--- src/rtl/bp_cce_lite_responder.sv ---
//==============================================================================
// Module      : bp_cce_lite_responder
// Description : Minimal single-LCE coherence responder. Accepts one LCE
//               request at a time, issues one memory command for it, then
//               streams the fill (or single uncached beat) back as LCE
//               commands. After a block fill it waits for the LCE coh_ack
//               before accepting the next request.
//
// Ports       : clk_i / reset_i        clock, asynchronous active-high reset
//               cce_id_i               this CCE's ID (cmd header src_id)
//               lce_req_*              LCE request channel (ready&valid)
//               lce_cmd_*              LCE command channel (ready&valid)
//               lce_resp_*             LCE response channel (ready&valid)
//               mem_cmd_*              memory command channel (ready&valid)
//               mem_resp_*             memory read-beat channel (ready&valid)
//               error_o                sticky protocol error flag
//
// Header layouts (LSB first):
//   request  : msg_type[4] addr[PADDR] size[3] src_id[LCE] non_excl[1] lru_way[WAY]
//   command  : msg_type[4] addr[PADDR] size[3] dst_id[LCE] src_id[CCE] way_id[WAY] state[3]
//   response : msg_type[4] addr[PADDR] size[3] src_id[LCE]
//
// Revision    : 1.0 - initial release
//==============================================================================
`timescale 1ns/1ps
`default_nettype none

module bp_cce_lite_responder #(
    parameter int PADDR_WIDTH  = 40,
    parameter int LCE_ID_WIDTH = 8,
    parameter int CCE_ID_WIDTH = 8,
    parameter int LCE_ASSOC    = 8,
    parameter int BLOCK_WIDTH  = 512,
    parameter int FILL_WIDTH   = 64,
    localparam int WAY_ID_WIDTH          = (LCE_ASSOC > 1) ? $clog2(LCE_ASSOC) : 1,
    localparam int LCE_REQ_HEADER_WIDTH  = 4 + PADDR_WIDTH + 3 + LCE_ID_WIDTH + 1 + WAY_ID_WIDTH,
    localparam int LCE_CMD_HEADER_WIDTH  = 4 + PADDR_WIDTH + 3 + LCE_ID_WIDTH + CCE_ID_WIDTH
                                           + WAY_ID_WIDTH + 3,
    localparam int LCE_RESP_HEADER_WIDTH = 4 + PADDR_WIDTH + 3 + LCE_ID_WIDTH
) (
    input  logic                             clk_i,
    input  logic                             reset_i,
    input  logic [CCE_ID_WIDTH-1:0]          cce_id_i,

    input  logic [LCE_REQ_HEADER_WIDTH-1:0]  lce_req_header_i,
    input  logic [FILL_WIDTH-1:0]            lce_req_data_i,
    input  logic                             lce_req_v_i,
    output logic                             lce_req_ready_and_o,

    output logic [LCE_CMD_HEADER_WIDTH-1:0]  lce_cmd_header_o,
    output logic [FILL_WIDTH-1:0]            lce_cmd_data_o,
    output logic                             lce_cmd_v_o,
    input  logic                             lce_cmd_ready_and_i,

    input  logic [LCE_RESP_HEADER_WIDTH-1:0] lce_resp_header_i,
    input  logic                             lce_resp_v_i,
    output logic                             lce_resp_ready_and_o,

    output logic [PADDR_WIDTH-1:0]           mem_cmd_addr_o,
    output logic                             mem_cmd_w_o,
    output logic [2:0]                       mem_cmd_size_o,
    output logic [FILL_WIDTH-1:0]            mem_cmd_data_o,
    output logic                             mem_cmd_v_o,
    input  logic                             mem_cmd_ready_and_i,

    input  logic [FILL_WIDTH-1:0]            mem_resp_data_i,
    input  logic                             mem_resp_v_i,
    output logic                             mem_resp_ready_and_o,

    output logic                             error_o
);

    // Header field positions (shared prefix of all three header types)
    localparam int c_addr_lsb = 4;
    localparam int c_size_lsb = c_addr_lsb + PADDR_WIDTH;
    localparam int c_pay_lsb  = c_size_lsb + 3;

    // Message / coherence-state encodings
    localparam logic [3:0] c_req_rd_miss   = 4'd0;
    localparam logic [3:0] c_req_wr_miss   = 4'd1;
    localparam logic [3:0] c_req_uc_rd     = 4'd2;
    localparam logic [3:0] c_req_uc_wr     = 4'd3;
    localparam logic [3:0] c_cmd_data      = 4'd4;
    localparam logic [3:0] c_cmd_uc_data   = 4'd11;
    localparam logic [3:0] c_cmd_uc_st_done = 4'd12;
    localparam logic [3:0] c_resp_coh_ack  = 4'd2;
    localparam logic [2:0] c_coh_i         = 3'd0;
    localparam logic [2:0] c_coh_s         = 3'd1;
    localparam logic [2:0] c_coh_e         = 3'd2;

    // Fill geometry
    localparam int           c_beats      = BLOCK_WIDTH / FILL_WIDTH;
    localparam int           c_cnt_w      = (c_beats > 1) ? $clog2(c_beats) : 1;
    localparam logic [c_cnt_w-1:0] c_last_beat = c_cnt_w'(c_beats - 1);
    localparam int           c_off        = $clog2(FILL_WIDTH / 8);
    localparam logic [2:0]   c_block_size = 3'($clog2(BLOCK_WIDTH / 8));

    typedef enum logic [2:0] {
        e_ready    = 3'd0,
        e_mem_cmd  = 3'd1,
        e_fill     = 3'd2,
        e_uc_resp  = 3'd3,
        e_wait_ack = 3'd4
    } state_e;

    state_e                          r_state;
    state_e                          w_next_state;
    logic [LCE_REQ_HEADER_WIDTH-1:0] r_req_hdr;
    logic [FILL_WIDTH-1:0]           r_req_data;
    logic [c_cnt_w-1:0]              r_cnt;
    logic                            r_error;

    logic                            w_latch;
    logic                            w_cnt_inc;
    logic                            w_cnt_clr;
    logic                            w_set_err;

    // Latched request fields
    logic [3:0]                      w_req_msg;
    logic [PADDR_WIDTH-1:0]          w_req_addr;
    logic [2:0]                      w_req_size;
    logic [LCE_ID_WIDTH-1:0]         w_req_src;
    logic                            w_req_nonex;
    logic [WAY_ID_WIDTH-1:0]         w_req_way;
    logic                            w_is_miss;
    logic                            w_is_uc_wr;

    // Incoming request / response decode
    logic [3:0]                      w_in_msg;
    logic                            w_in_ok;
    logic [3:0]                      w_resp_msg;
    logic [LCE_ID_WIDTH-1:0]         w_resp_src;
    logic                            w_resp_unused;

    // Command header fields
    logic [3:0]                      w_cmd_msg;
    logic [PADDR_WIDTH-1:0]          w_cmd_addr;
    logic [2:0]                      w_cmd_size;
    logic [2:0]                      w_cmd_coh;

    assign w_req_msg   = r_req_hdr[3:0];
    assign w_req_addr  = r_req_hdr[c_addr_lsb +: PADDR_WIDTH];
    assign w_req_size  = r_req_hdr[c_size_lsb +: 3];
    assign w_req_src   = r_req_hdr[c_pay_lsb +: LCE_ID_WIDTH];
    assign w_req_nonex = r_req_hdr[c_pay_lsb + LCE_ID_WIDTH];
    assign w_req_way   = r_req_hdr[c_pay_lsb + LCE_ID_WIDTH + 1 +: WAY_ID_WIDTH];
    assign w_is_miss   = (w_req_msg == c_req_rd_miss) || (w_req_msg == c_req_wr_miss);
    assign w_is_uc_wr  = (w_req_msg == c_req_uc_wr);

    assign w_in_msg = lce_req_header_i[3:0];
    assign w_in_ok  = (w_in_msg == c_req_rd_miss) || (w_in_msg == c_req_wr_miss)
                   || (w_in_msg == c_req_uc_rd)   || (w_in_msg == c_req_uc_wr);

    assign w_resp_msg    = lce_resp_header_i[3:0];
    assign w_resp_src    = lce_resp_header_i[c_pay_lsb +: LCE_ID_WIDTH];
    // Response addr/size carry no information for a coh_ack
    assign w_resp_unused = ^lce_resp_header_i[c_pay_lsb-1:c_addr_lsb];

    // Misses fetch starting at the critical beat; uncached ops use the request as-is
    assign w_cmd_addr = w_is_miss ? {w_req_addr[PADDR_WIDTH-1:c_off], {c_off{1'b0}}} : w_req_addr;
    assign w_cmd_size = w_is_miss ? c_block_size : w_req_size;
    assign w_cmd_msg  = w_is_miss  ? c_cmd_data
                      : w_is_uc_wr ? c_cmd_uc_st_done
                      :              c_cmd_uc_data;
    // Exclusive unless a read miss asked for non-exclusive
    assign w_cmd_coh  = !w_is_miss ? c_coh_i
                      : ((w_req_msg == c_req_wr_miss) || !w_req_nonex) ? c_coh_e
                      : c_coh_s;

    assign lce_cmd_header_o = {w_cmd_coh, w_req_way, cce_id_i, w_req_src,
                               w_cmd_size, w_cmd_addr, w_cmd_msg};

    assign mem_cmd_addr_o = w_cmd_addr;
    assign mem_cmd_size_o = w_cmd_size;
    assign mem_cmd_w_o    = w_is_uc_wr;
    assign mem_cmd_data_o = w_is_uc_wr ? r_req_data : '0;

    assign error_o = r_error;

    always_ff @(posedge clk_i or posedge reset_i) begin
        if (reset_i) begin
            r_state    <= e_ready;
            r_req_hdr  <= '0;
            r_req_data <= '0;
            r_cnt      <= '0;
            r_error    <= 1'b0;
        end else begin
            r_state <= w_next_state;
            if (w_latch) begin
                r_req_hdr  <= lce_req_header_i;
                r_req_data <= lce_req_data_i;
            end
            if (w_cnt_clr) begin
                r_cnt <= '0;
            end else if (w_cnt_inc) begin
                r_cnt <= r_cnt + c_cnt_w'(1);
            end
            if (w_set_err) begin
                r_error <= 1'b1;
            end
        end
    end

    always_comb begin
        w_next_state         = r_state;
        lce_req_ready_and_o  = 1'b0;
        lce_cmd_v_o          = 1'b0;
        lce_cmd_data_o       = '0;
        lce_resp_ready_and_o = 1'b0;
        mem_cmd_v_o          = 1'b0;
        mem_resp_ready_and_o = 1'b0;
        w_latch              = 1'b0;
        w_cnt_inc            = 1'b0;
        w_cnt_clr            = 1'b0;
        w_set_err            = 1'b0;

        case (r_state)
            e_ready: begin
                // Hold ready low while reset is asserted so no handshake is
                // advertised during an asynchronous reset
                lce_req_ready_and_o = ~reset_i;
                if (lce_req_v_i && !reset_i) begin
                    if (w_in_ok) begin
                        w_latch      = 1'b1;
                        w_next_state = e_mem_cmd;
                    end else begin
                        w_set_err = 1'b1;
                    end
                end
            end

            e_mem_cmd: begin
                mem_cmd_v_o = 1'b1;
                if (mem_cmd_ready_and_i) begin
                    w_cnt_clr    = 1'b1;
                    w_next_state = w_is_uc_wr ? e_uc_resp : e_fill;
                end
            end

            e_fill: begin
                // Zero-bubble pass-through: memory beats are never buffered
                lce_cmd_v_o          = mem_resp_v_i;
                mem_resp_ready_and_o = lce_cmd_ready_and_i;
                lce_cmd_data_o       = mem_resp_data_i;
                if (mem_resp_v_i && lce_cmd_ready_and_i) begin
                    if (!w_is_miss) begin
                        w_next_state = e_ready;
                    end else if (r_cnt == c_last_beat) begin
                        w_cnt_clr    = 1'b1;
                        w_next_state = e_wait_ack;
                    end else begin
                        w_cnt_inc = 1'b1;
                    end
                end
            end

            e_uc_resp: begin
                lce_cmd_v_o = 1'b1;
                if (lce_cmd_ready_and_i) begin
                    w_next_state = e_ready;
                end
            end

            e_wait_ack: begin
                lce_resp_ready_and_o = 1'b1;
                if (lce_resp_v_i) begin
                    if ((w_resp_msg == c_resp_coh_ack) && (w_resp_src == w_req_src)) begin
                        w_next_state = e_ready;
                    end else begin
                        w_set_err = 1'b1;
                    end
                end
            end

            default: begin
                w_next_state = e_ready;
            end
        endcase
    end

endmodule

`default_nettype wire

--- config.mk ---
export PLATFORM = sky130hd
export DESIGN_NAME = bp_cce_lite_responder
export DESIGN_NICKNAME = d
export VERILOG_FILES = /design/src/rtl/bp_cce_lite_responder.sv
export SDC_FILE = /design/constraint.sdc
export NUM_CORES = 1
export LEC_CHECK = 0
export BUFFER_PORTS_ARGS = -buffer_cell sky130_fd_sc_hd__buf_2
export CELL_PAD_IN_SITES_DETAIL_PLACEMENT = 1
export CELL_PAD_IN_SITES_GLOBAL_PLACEMENT = 1
export CORE_AREA = 3 3 193 195
export CTS_CLUSTER_DIAMETER = 30
export DETAILED_ROUTE_END_ITERATION = 12
export DIE_AREA = 0 0 196 198
export GPL_TIMING_DRIVEN = 0
export PLACE_DENSITY = 0.68
export SYNTH_ARGS = -nofsm -noshare
export SYNTH_HDL_FRONTEND = slang
export SYNTH_SLANG_ARGS = --single-unit
--- constraint.sdc ---
create_clock -name clk_i -period 6.3 [get_ports clk_i]
set_clock_uncertainty 0.2 [all_clocks]
set_input_delay 0.63 -clock clk_i [delete_from_list [all_inputs] [get_ports clk_i]]
set_output_delay 0.63 -clock clk_i [all_outputs]
set_load 0.02 [all_outputs]
# Word-level counts from Yosys, hierarchy flattened
# Index checks and enable logic that the tools add are counted.
[totals]
reg_bits = 130
in_bits = 257
out_inout_bits = 247
word_cells = 85
[op_classes]
n_addsub = 1
eq_ne = 20
muxes = 43
bitwise = 1
reduce_logical = 15
[ops]
columns = ["cell", "n"]
rows = [
  ["64-bit two-way mux", 2],
  ["3-bit two-way mux", 14],
  ["1-bit two-way mux", 20],
  ["4-bit by 2-bit equality test with 1-bit output, second input constant", 4],
  ["3-bit one-hot mux with 5 select lines", 1],
  ["2-bit != test, second input constant", 7],
  ["4-bit by 1-bit equality test with 1-bit output, second input constant", 2],
  ["8-bit equality test", 1],
  ["4-bit zero test", 2],
  ["8-bit AND reduction", 1],
  ["3-bit by 2-bit equality test with 1-bit output, second input constant", 2],
  ["3-bit equality test, second input constant", 2],
  ["1-bit one-hot mux with 2 select lines", 3],
  ["1-bit logical OR", 5],
  ["2-bit two-way mux", 2],
  ["4-bit two-way mux", 1],
  ["3-bit by 1-bit adder with 3-bit output, second input constant", 1],
  ["3-bit by 1-bit equality test with 1-bit output, second input constant", 1],
  ["1-bit logical AND", 3],
  ["3-bit zero test", 1],
  ["3-bit != test, second input constant", 1],
  ["1-bit zero test", 2],
  ["2-bit nonzero test", 1],
  ["1-bit inverter", 1],
]

# Depth between registers and ports, before layout
# Gate-level depths: netlist of the first run.
[depth]
ltp_word = 7
mapped_depth = 7
mapped_depth_nobuf = 5

# Worst setup path after synthesis of the first run
# Ideal clock, no wire load.
[synth_timing]
path_kind = "flip-flop to output port"
start = "reg r_req_hdr[1]"
end = "out lce_cmd_header_o[66]"
arrival_time_ps = 1603
t_required_ps = 5470
setup_slack_ps = 3867
path_stages_with_launch = 4
path_cell_list = "dfrtp_1 or3_1 clkbuf_1 nor3b_1"
[synth_between]
elab_chain_cells = 4
[synth_lines]
columns = ["item", "line_no", "text"]
rows = [
  ["start: declaration", "108", "logic [LCE_REQ_HEADER_WIDTH-1:0] r_req_hdr;"],
  ["start signal: assignment", "190", "r_req_hdr <= lce_req_header_i;"],
  ["4-bit by 1-bit equality test with 1-bit output", "147, 167", ""],
  ["1-bit logical OR", "167", ": ((w_req_msg == c_req_wr_miss) || !w_req_nonex) ? c_coh_e"],
  ["2-bit two-way mux", "167", ""],
  ["2-bit two-way mux (*)", "166", "assign w_cmd_coh = !w_is_miss ? c_coh_i"],
  ["end: declaration", "50", "output logic [LCE_CMD_HEADER_WIDTH-1:0] lce_cmd_header_o,"],
]
# Mark *: on every way between the ends. The rest lies on a longest branch, timed or not.

# Final worst setup path of the first run
[layout_timing]
start = "reg r_req_hdr[3]"
end = "out mem_cmd_data_o[50]"
[layout_between]
elab_chain_cells = 2
[layout_lines]
columns = ["item", "line_no", "text"]
rows = [
  ["4-bit by 2-bit equality test with 1-bit output", "148", "assign w_is_uc_wr = (w_req_msg == c_req_uc_wr);"],
  ["64-bit two-way mux", "176", "assign mem_cmd_data_o = w_is_uc_wr ? r_req_data : '0;"],
  ["end: declaration", "62", "output logic [FILL_WIDTH-1:0] mem_cmd_data_o,"],
]
# No other way between the ends.

==> results of run 1 <==
==> final timing paths <==
check	slack, ns	cells after the start	to
min in group clk_i	0.22	2	r_req_hdr[48]$_DFFE_PP0P_
worst max register to register	3.94	7	r_req_data[55]$_DFFE_PP0P_
worst max-delay path	2.81	6	mem_cmd_data_o[50]
max in group asynchronous	5.01	3	r_req_data[1]$_DFFE_PP0P_
worst min register to register	0.27	1	error_o$_DFFE_PP0P_
worst min-delay path	0.11	2	r_req_hdr[16]$_DFFE_PP0P_
==> synth_stat cells, types with 2 or more instances <==
master,number,area share
inv_1,7,0.0037
nor2_1,7,0.0037
nor3b_1,2,0.0021
clkbuf_1,15,0.0079
nor4b_1,2,0.0025
a21oi_1,3,0.0021
nand2_1,4,0.0021
nand3b_1,2,0.0021
mux2_4,68,0.14
mux2_2,54,0.085
buf_6,8,0.013
nand2b_1,6,0.0053
ha_1,2,0.0035
o21ai_0,2,0.0014
dfrtp_1,130,0.46
xnor2_1,9,0.011
buf_2,6,0.0042
nor3_1,4,0.0028
and2_1,135,0.12
buf_4,101,0.11
==> state kept, by name, indices dropped and copies added, names as in the netlist <==
register / flops
r_req_data: 64
r_state: 3
r_cnt: 3
error_o: 1
r_req_hdr: 59
==> report_power, final <==
group          leakage, nW  switching (W)  internal (W)
combinational         4.11        0.00116       0.00123
clock                0.305       0.000402      0.000683
sequential            1.63       0.000280       0.00124
total                 6.05        0.00185       0.00316
==> routing by layer <==
metal / vias to the layer above / part of all wire
met5: - / 0.0021
met3: 23 / 0.082
met2: 253 / 0.53
li1: 2768 / -
met1: 2835 / 0.37
met4: 8 / 0.013
==> cells by family (layout without fill, tap and decap cells) <==
family	count (synthesis)	count (layout)
adders and majority gates	2	2
other	1	2
DFF	130	130
buffers and inverters	137	620
muxes	122	122
xor gates and xnor gates	9	9
and+or+nand+nor	172	172
AOI/OAI and AO/OA	15	15
==> stage by stage <==
step	hold WS, ns	area [µm²]	worst slack (ns)	power (W)
global route	0.1508	10620	2.489	0.005323
detailed placement	0.2555	9990	3.115	0.003975
global placement	0.2424	9957	0.02348	0.003910
finish	0.1055	10630	2.809	0.005005
floorplan	0.2687	7123	2.001	0.003198
CTS	0.1074	10620	2.607	0.005107
==> cell type report <==
class | instances | area [µm²] | area share
plain buffers | 130 | 934.6 | 0.08797
flip-flops and latches | 130 | 3253 | 0.3062
clock buffers | 19 | 452.9 | 0.04263
inverters | 7 | 31.28 | 0.002944
repair buffers | 452 | 2285 | 0.2150
multi-input cells | 321 | 2909 | 0.2738
diodes | 1 | 2.502 | 0.0002355
clock inverters | 12 | 180.2 | 0.01696
well taps | 461 | 576.8 | 0.05429
==> results.md, run 1 <==
* Drt total wl at ~25000 µm
* Crit-path slowest cell: clkbuf_1
* Initial antenna violation count at 5
* R2R Path Start: r_state[1]$_DFFE_PP0P_
* Final Hold Fails at 0
* Ys flop type: dfrtp_1
* Combinational family with the most area after synthesis: multiplexers
* Total track usage at 0.1264
* Number of top-level pins at approximately 500
* Via count at between 5000 and 6000
* Resized Gates After CTS at 0
* Core area at between 30000 and 40000 µm²
* Starting Density at 0.2003
* Adder-cell share of the synthesized area at 0.003513
* GR peak layer: met2
* Fillers at slightly above 4000
* Worst Hold Class: input pin to async pin
* Kind of critical path: flip-flop to output pin
* Die width at around 200 µm
* RSZ-0062 raised after global routing: false
* Post-synthesis cell type count at roughly 40
* Sink Count at 130
* DR iter-0 viols at 80
* Slew Limit Fails at 0
* GR Util met1 at 0.1352
* Met3 usage at 0.04509
* Yosys warnings at 0
* Layout Utilization at 0.2987
* Post-route ant nets at 0
* TritonCTS clock tree: yes
* Most frequent cells in the layout: buf_2 (457), and2_1 (135), dfrtp_1 (130)
* Largest net degree at the start of global routing at slightly above 70
* XOR/XNOR Fraction of Synth Area at 0.01107
* Initial DRT Pass Iterations at 4
* Routed vias/inst at 3.840
* Worst EP arrival at 2.66 ns
* Dpl cells at about 1500
* HPWL Detailed at 20170 µm
* Worst path cell trace: nor2_1, and3_1, clkbuf_1, clkbuf_1, and2_1, buf_2
* Yosys reg bits at 130
* Root buffer cell: clkbuf_16
* Sequential fraction of the synthesis area at 0.4567
* Peak supply drop at roughly 0.00021 V
* Global route overflow at 0
* Final Non-Filler Cells at around 1500
* Die Height at 198 µm
* P per Cell Area at roughly 470 nW/µm²
* Pleak at slightly above 6 nW
* Tightest Pin Transition at between 0.8 and 0.9 ns
* Simple-gate portion of the synthesized area at 0.1497
* Die Area at 38810 µm²
* Compound-cell area share of the yosys netlist at 0.01493
* Worst-Skew Late Latency at between 0.4 and 0.5 ns
* GR Util met2 at 0.2343
* Final #Nets at about 1300
* Crit. End Element: output pin
* CP Buf/Inv Count at 3
* First-pass GRT wire length at 37520 µm
* Async S/R FF share, synth at 1.000
* Residual DRC at 0
* Critical path required time at between 5 and 6 ns
* Status: finished clean
* CTS max path bufs at 2
* Worst slew margin at 0.4390
* Setup crit start kind: flip-flop
* Post-Syn Area at 7123 µm²
* Max incr delay on CP at roughly 0.65 ns
* Row count at slightly below 70
* Most common cell after layout, fill and taps aside: buf_2
* Fmax at between 200 and 300 MHz
* GP Congestion at 0.7748
* Min Tclk post-route at 3.491 ns
* Max_cap viols at 0
* Post-synth EDFFs at 0
* Setup TNS at 0 ns
* # Post-CTS Setup Buffers at 0
* Top cell by count, worst path: clkbuf_1
* Area delta synth->final at 49.17%
* CTS Buf Count at 17
* Setup crit start: r_req_hdr[3]$_DFFE_PP0P_
* Port Buffers at 451
* Vias in the first global route at 6396
* CP max FO at 10
* Syn Inst Count at between 500 and 600
* Synth Area per Inst at ~12 µm²
* Hold buffers post-CTS at 0
* Top delay family on crit path: buffers and inverters
* Post-synthesis mux area share at 0.2287
* Syn Nets at around 850
* Wirelength per Cell at ~16 µm
* Final worst path period share at 0.5541
* Setup violations, final at 0
* Clock slew at reported path FFs at about 0.07 ns
* Share of cells above drive strength 1 at 0.6779
* Depth of the CTS H-tree at 4
No activity file was read; power rests on OpenSTA's default activity.
==> run 2, diff against run 1 <==
--- a/config.mk
+++ b/config.mk
@@ -13,7 +13,7 @@
 export DETAILED_ROUTE_END_ITERATION = 12
 export DIE_AREA = 0 0 196 198
 export GPL_TIMING_DRIVEN = 0
-export PLACE_DENSITY = 0.68
+export PLACE_DENSITY = 0.71
 export SYNTH_ARGS = -nofsm -noshare
 export SYNTH_HDL_FRONTEND = slang
 export SYNTH_SLANG_ARGS = --single-unit
==> constraint.sdc (replaced) <==
create_clock -name clk_i -period 2.9 [get_ports clk_i]
set_clock_uncertainty 0.2 [all_clocks]
set_input_delay 0.29 -clock clk_i [delete_from_list [all_inputs] [get_ports clk_i]]
set_output_delay 0.29 -clock clk_i [all_outputs]
set_load 0.02 [all_outputs]
==> run 2 against run 1 <==
  * Die area stayed put
  * Power up 120%
  * Global-route usage up 1.4 points
  * Core utilization grew 3.6 points
  * Combinational power rose by 130%
  * Via count rose by 8.5%
  * Clock-buffer cell count rose by 3
  * Worst hold slack worse by 0.070 ns
  * Final area rose by 12%
==> results.md, run 2 (synthesis gave the netlist of run 1 again) <==
* Status: finished clean
* # Post-CTS Setup Buffers at 0 (unchanged)
* Total track usage at 0.1405 (+0.01413)
* Fmax at between 300 and 400 MHz
* Pleak at 6.600 nW (+9.2%)
* Starting Density at 0.2003 (unchanged)
* Initial DRT Pass Iterations at 4 (unchanged)
* Kind of critical path: flip-flop to output pin
* Switching power at 0.004183 W (+130%)
* CTS max path bufs at 2 (unchanged)
* Initial antenna violation count at 2 (-3)
* Max reg flops at 64 (unchanged)
* Most frequent cells in the layout: buf_2 (457), and2_1 (135), dfrtp_1 (130)
* P per Cell Area at 936.4 nW/µm² (+99%)
* Dpl ws at 0.1938 ns (-2.921 ns)
* Fraction of power spent switching nets at 0.3756 (+0.006591)
* Number of top-level pins at 504 (unchanged)
* First-pass GRT wire length at 42250 µm (+13%)
* Regs by FF count: r_req_data (64), r_req_hdr (59)
* Port Buffers at 451 (unchanged)
* Clock slew at reported path FFs at 0.06 ns (about the same)
* Tightest Pin Transition at 0.7446 ns (-0.09697 ns)
* Post-route ant nets at 0 (unchanged)
* Core area at 35570 µm² (unchanged)
* Max_cap viols at 0 (unchanged)
* CP max FO at 10 (unchanged)
* Setup violations, final at 0 (unchanged)
* Crit. End Element: output pin
* Min Tclk post-route at between 2 and 3 ns
* Depth of the CTS H-tree at 4 (unchanged)
* Register bank with the most flops: r_req_data
* Share of cells above drive strength 1 at 0.6149 (-0.06300)
* Die width at 196 µm (unchanged)
* Largest net degree at the start of global routing at 41 (-42%)
* Slew Limit Fails at 0 (unchanged)
* Residual DRC at 0 (unchanged)
* Vias in the first global route at 7183 (+12%)
* Pint at 0.006955 W (+120%)
* Gate power share at 0.489 (+0.010)
* Drt total wl at 28290 µm (+12%)
* Setup TNS at 0 ns (unchanged)
* Cell area after layout at 11900 µm² (+12%)
* Worst-Skew Late Latency at 0.41 ns (-0.02 ns)
* Worst EP arrival at 2.25 ns (-0.41 ns)
* HPWL Detailed at 20540 µm (+1.8%)
* Via count at 6385 (+8.5%)
* Wirelength per Cell at 17.05 µm (+3.6%)
* RSZ-0062 raised after global routing: false
* CTS Buf Count at 17 (unchanged)
* Worst Hold Class: input pin to flip-flop
* Most common cell after layout, fill and taps aside: buf_2
* Die Height at 198 µm (unchanged)
* Root buffer cell: clkbuf_16
* Worst Setup Slack, final at 0.1639 ns (-2.646 ns)
* Setup crit start kind: flip-flop
* Final #Nets at 1443 (+9.5%)
* Fillers at 4120 (-0.75%)
* GP Congestion at 0.7652 (-1.2%)
* Dpl cell area at 10020 µm² (+0.31%)
* Die Area at 38810 µm² (unchanged)
* Area delta synth->final at 67.00%
* Flop pwr share at 0.301 (-0.003)
* TritonCTS clock tree: yes
* Sink Count at 130 (unchanged)
* Routed vias/inst at 3.849 (+0.22%)
* Worst slew margin at 0.5026 (+0.06360)
* Clock Power Share at 0.210 (-0.007)
* Critical path required time at 2.41 ns (-3.06 ns)
* Final worst path period share at 0.9435
* Peak supply drop at 0.0005000 V (+140%)
* Row count at 69 (unchanged)
* DR iter-0 viols at 92 (+15%)
* Final Hold Fails at 0 (unchanged)
* Global route overflow at 0 (unchanged)
==> run 2: changes by cell type in the layout (fill, tap and decap cells not counted), sizes merged <==
cell,change
clkbuf,+2
dlygate4sd3,+123
clkinv,-1
bufinv,-1
buf,+3
==> run 2: power groups by stage <==
stage               registers [W]  clock network (W)  logic [W]
finish                    0.00336            0.00234    0.00545
global route              0.00347            0.00253    0.00583
CTS                       0.00334            0.00244    0.00545
detailed placement        0.00334                  0    0.00532
global placement          0.00330                  0    0.00520
floorplan                 0.00310                  0    0.00385
==> run 2: routing by layer <==
layer | wire length [µm] | GRT usage
met1 | 10970 | 0.1571
met2 | 15180 | 0.2670
met3 | 1789 | 0.03828
met4 | 336 | 0.02931
met5 | 13 | 0
==> run 2: stage by stage <==
step	hold slack [ns]	utilization	cells	total power, W
floorplan	0.2145	-	588	0.006949
global placement	0.2603	0.2800	1500	0.008503
detailed placement	0.2612	0.2817	1503	0.008664
CTS	0.001228	0.3341	1658	0.01123
global route	0.02399	0.3344	1659	0.01182
finish	0.03597	0.3344	1659	0.01114
==> run 2: critical path, stage by stage, from the launching register on <==
cell	delay, ns
dfrtp_1	0.39
nor2_1	0.13
and3_1	0.23
clkbuf_2	0.36
clkbuf_1	0.34
and2_1	0.21
buf_2	0.17
==> run 2: path summary, 6_finish.rpt <==
kind | start | to | slack, ns | depth (start not counted)
worst max register to register | r_state[1]$_DFFE_PP0P_ | r_req_data[24]$_DFFE_PP0P_ | 0.53 | 7
worst min-delay path | mem_cmd_ready_and_i | r_state[0]$_DFFE_PP0P_ | 0.04 | 3
worst max-delay path | r_req_hdr[3]$_DFFE_PP0P_ | mem_cmd_data_o[28] | 0.16 | 6
worst min register to register | error_o$_DFFE_PP0P_ | error_o$_DFFE_PP0P_ | 0.27 | 1
max in group asynchronous | reset_i | r_req_data[6]$_DFFE_PP0P_ | 1.25 | 5
min in group asynchronous | reset_i | error_o$_DFFE_PP0P_ | 0.39 | 3
==> run 2: layout make-up <==
class / instances / area, µm² / share of cell area
Clock buffer: 22 / 484.2 / 0.04071
Inverter: 7 / 30.03 / 0.002524
Sequential cell: 130 / 3253 / 0.2735
Multi-Input combinational cell: 321 / 2909 / 0.2446
Buffer: 130 / 944.7 / 0.07941
Timing Repair Buffer: 577 / 3548 / 0.2983
Tap cell: 461 / 576.8 / 0.04849
Clock inverter: 10 / 146.4 / 0.01231
Antenna cell: 1 / 2.502 / 0.0002104
==> run 2: repair_timing <==
item / in CTS / in global routing
hold buffers: 123 / 0
endpoints found under the setup margin: 76 / 45
pin swaps: 0 / 0
hold endpoints to repair: 151 / 0
resized for setup: 2 / 13
==> run 3, diff against run 2 <==
==> constraint.sdc (replaced) <==
create_clock -name clk_i -period 2.9 [get_ports clk_i]
set_clock_uncertainty 0.2 [all_clocks]
set_input_delay 0.58 -clock clk_i [delete_from_list [all_inputs] [get_ports clk_i]]
set_output_delay 0.58 -clock clk_i [all_outputs]
set_load 0.02 [all_outputs]
==> run 3 against run 2 <==
  * Critical path depth increased by 1
  * Routed wire length is 11% lower
  * Clock power is essentially flat
  * Largest power group unchanged
==> results.md, run 3 (synthesis gave the netlist of run 1 again) <==
* Fraction of power spent switching nets at 0.3702 (-0.005410)
* Drt total wl at 25190 µm (-11%)
* Most common cell after layout, fill and taps aside: buf_2
* Worst EP arrival at 1.95 ns (-0.30 ns)
* Min Tclk post-route at 2.730 ns (-0.005692 ns)
* Port Buffers at 451 (unchanged)
* First-pass GRT wire length at 37340 µm (-12%)
* Gate power share at 0.480 (-0.009)
* Routed vias/inst at 3.814 (-0.91%)
* Residual DRC at 0 (unchanged)
* Via count at 5850 (-8.4%)
* Status: finished clean
* Switching power at 0.004037 W (-3.5%)
* Hold buffers post-CTS at 0 (-100%)
* Setup crit start kind: flip-flop
* Max_cap viols at 0 (unchanged)
* Sink Count at 130 (unchanged)
* Initial DRT Pass Iterations at 4 (unchanged)
* Worst-Skew Late Latency at 0.42 ns (about the same)
* Setup TNS at 0 ns (unchanged)
* Regs by FF count: r_req_data (64), r_req_hdr (59)
* Pleak at 6.100 nW (-7.6%)
* CTS Buf Count at 17 (unchanged)
* Share of cells above drive strength 1 at 0.6934 (+0.07851)
* Die Area at 38810 µm² (unchanged)
* Max reg flops at 64 (unchanged)
* Kind of critical path: flip-flop to output pin
* CTS max path bufs at 2 (unchanged)
* Worst Setup Slack, final at 0.1696 ns (+0.005692 ns)
* TritonCTS clock tree: yes
* Depth of the CTS H-tree at 4 (unchanged)
* Dpl cell area at 10020 µm² (unchanged)
* Post-route ant nets at 0 (unchanged)
* Clock Power Share at 0.214 (+0.004)
* Clock slew at reported path FFs at 0.06 ns (about the same)
* P per Cell Area at 1020 nW/µm² (+8.9%)
* Final Hold Fails at 0 (unchanged)
* Critical path required time at 2.12 ns (-0.29 ns)
* GP Congestion at 0.7652 (unchanged)
* Register bank with the most flops: r_req_data
* Final #Nets at 1319 (-8.6%)
* Vias in the first global route at 6244 (-13%)
* Flop pwr share at 0.306 (+0.005)
* RSZ-0062 raised after global routing: false
* Global route overflow at 0 (unchanged)
* Worst slew margin at 0.4984 (-0.004192)
* Total track usage at 0.1251 (-0.01549)
* Root buffer cell: clkbuf_16
* Diodes inserted at 0 (-1)
* HPWL Detailed at 20540 µm (unchanged)
* Setup crit start: r_state[2]$_DFFE_PP0P_
* Final worst path period share at 0.9415 (-0.001963)
* CP max FO at 10 (unchanged)
* Starting Density at 0.2003 (unchanged)
* Wirelength per Cell at 16.42 µm (-3.7%)
* Initial antenna violation count at 4 (+2)
* Pint at 0.006869 W (-1.2%)
* Cell area after layout at 10690 µm² (-10%)
* Tightest Pin Transition at 0.7508 ns (+0.006275 ns)
* Die width at 196 µm (unchanged)
* Row count at 69 (unchanged)
* Number of top-level pins at 504 (unchanged)
* R2R Path Start: r_state[1]$_DFFE_PP0P_
* Most frequent cells in the layout: buf_2 (457), and2_1 (135), dfrtp_1 (129)
* Fmax at 366.3 MHz (+0.21%)
* Tot Pwr at 0.01091 W (-2.1%)
* Crit. End Element: output pin
* Core area at 35570 µm² (unchanged)
* DR iter-0 viols at 83 (-9.8%)
* Die Height at 198 µm (unchanged)
* Area delta synth->final at 50.13%
* Largest net degree at the start of global routing at 41 (unchanged)
* Setup violations, final at 0 (unchanged)
* Worst Hold Class: input pin to async pin
* Dpl ws at -0.09621 ns (-0.2900 ns)
* Peak supply drop at 0.0004993 V (-0.15%)
* Slew Limit Fails at 0 (unchanged)
-- run 3: critical path: stages (launching register included) --
cell	delay, ns
dfrtp_2	0.45
inv_2	0.10
nand2_1	0.09
nor2_2	0.15
clkbuf_8	0.19
clkbuf_4	0.19
and2_1	0.18
buf_2	0.18
-- run 3: power groups by stage --
stage	clock network, W	logic [W]	registers [W]
finish	0.00233	0.00524	0.00334
global route	0.00253	0.00563	0.00346
CTS	0.00244	0.00534	0.00335
detailed placement	0	0.00532	0.00334
global placement	0	0.00520	0.00330
floorplan	0	0.00385	0.00310
-- run 3: area by class of cell --
type	count	area (µm²)
flip-flops and latches	130	3254
multi-input cells	321	2917
fillers	4184	24880
well taps	461	576.8
inverters	7	30.03
clock buffers	22	484.2
plain buffers	129	968.4
clock inverters	10	146.4
repair buffers	454	2317
-- run 3: worst paths after layout --
kind	endpoint	slack, ns	depth (start not counted)
setup / recovery	lce_cmd_data_o[30]	0.17	7
hold / removal	error_o$_DFFE_PP0P_	0.12	2
min in group clk_i	r_req_data[23]$_DFFE_PP0P_	0.19	2
setup reg to reg	r_req_data[54]$_DFFE_PP0P_	0.55	7
max in group asynchronous	r_req_data[6]$_DFFE_PP0P_	1.51	4
hold reg to reg	error_o$_DFFE_PP0P_	0.27	1
-- run 3: per-layer routing --
| metal | GRT usage | vias up | wire length [µm] |
|---|---|---|---|
| met5 | 0 | - | 56 |
| met4 | 0.02614 | 8 | 259 |
| met3 | 0.04577 | 24 | 2084 |
| met2 | 0.2257 | 248 | 12970 |
| met1 | 0.1422 | 2800 | 9824 |
| li1 | - | 2770 | - |
-- run 3: timing repair --
item	in CTS	in global routing
setup endpoints to repair	112	84
hold endpoints to repair	0	0
gates cloned	0	0
gates resized for setup	19	6
buffers inserted	0	0
-- run 3: metrics by stage --
step	hold slack, ns	cells	util
6_report	0.1187	1534	0.3007
5_1_grt	0.1610	1534	0.3007
4_1_cts	0.1129	1534	0.3005
3_5_place_dp	0.2612	1503	0.2817
3_3_place_gp	0.2603	1500	0.2800
2_1_floorplan	0.2687	588	-
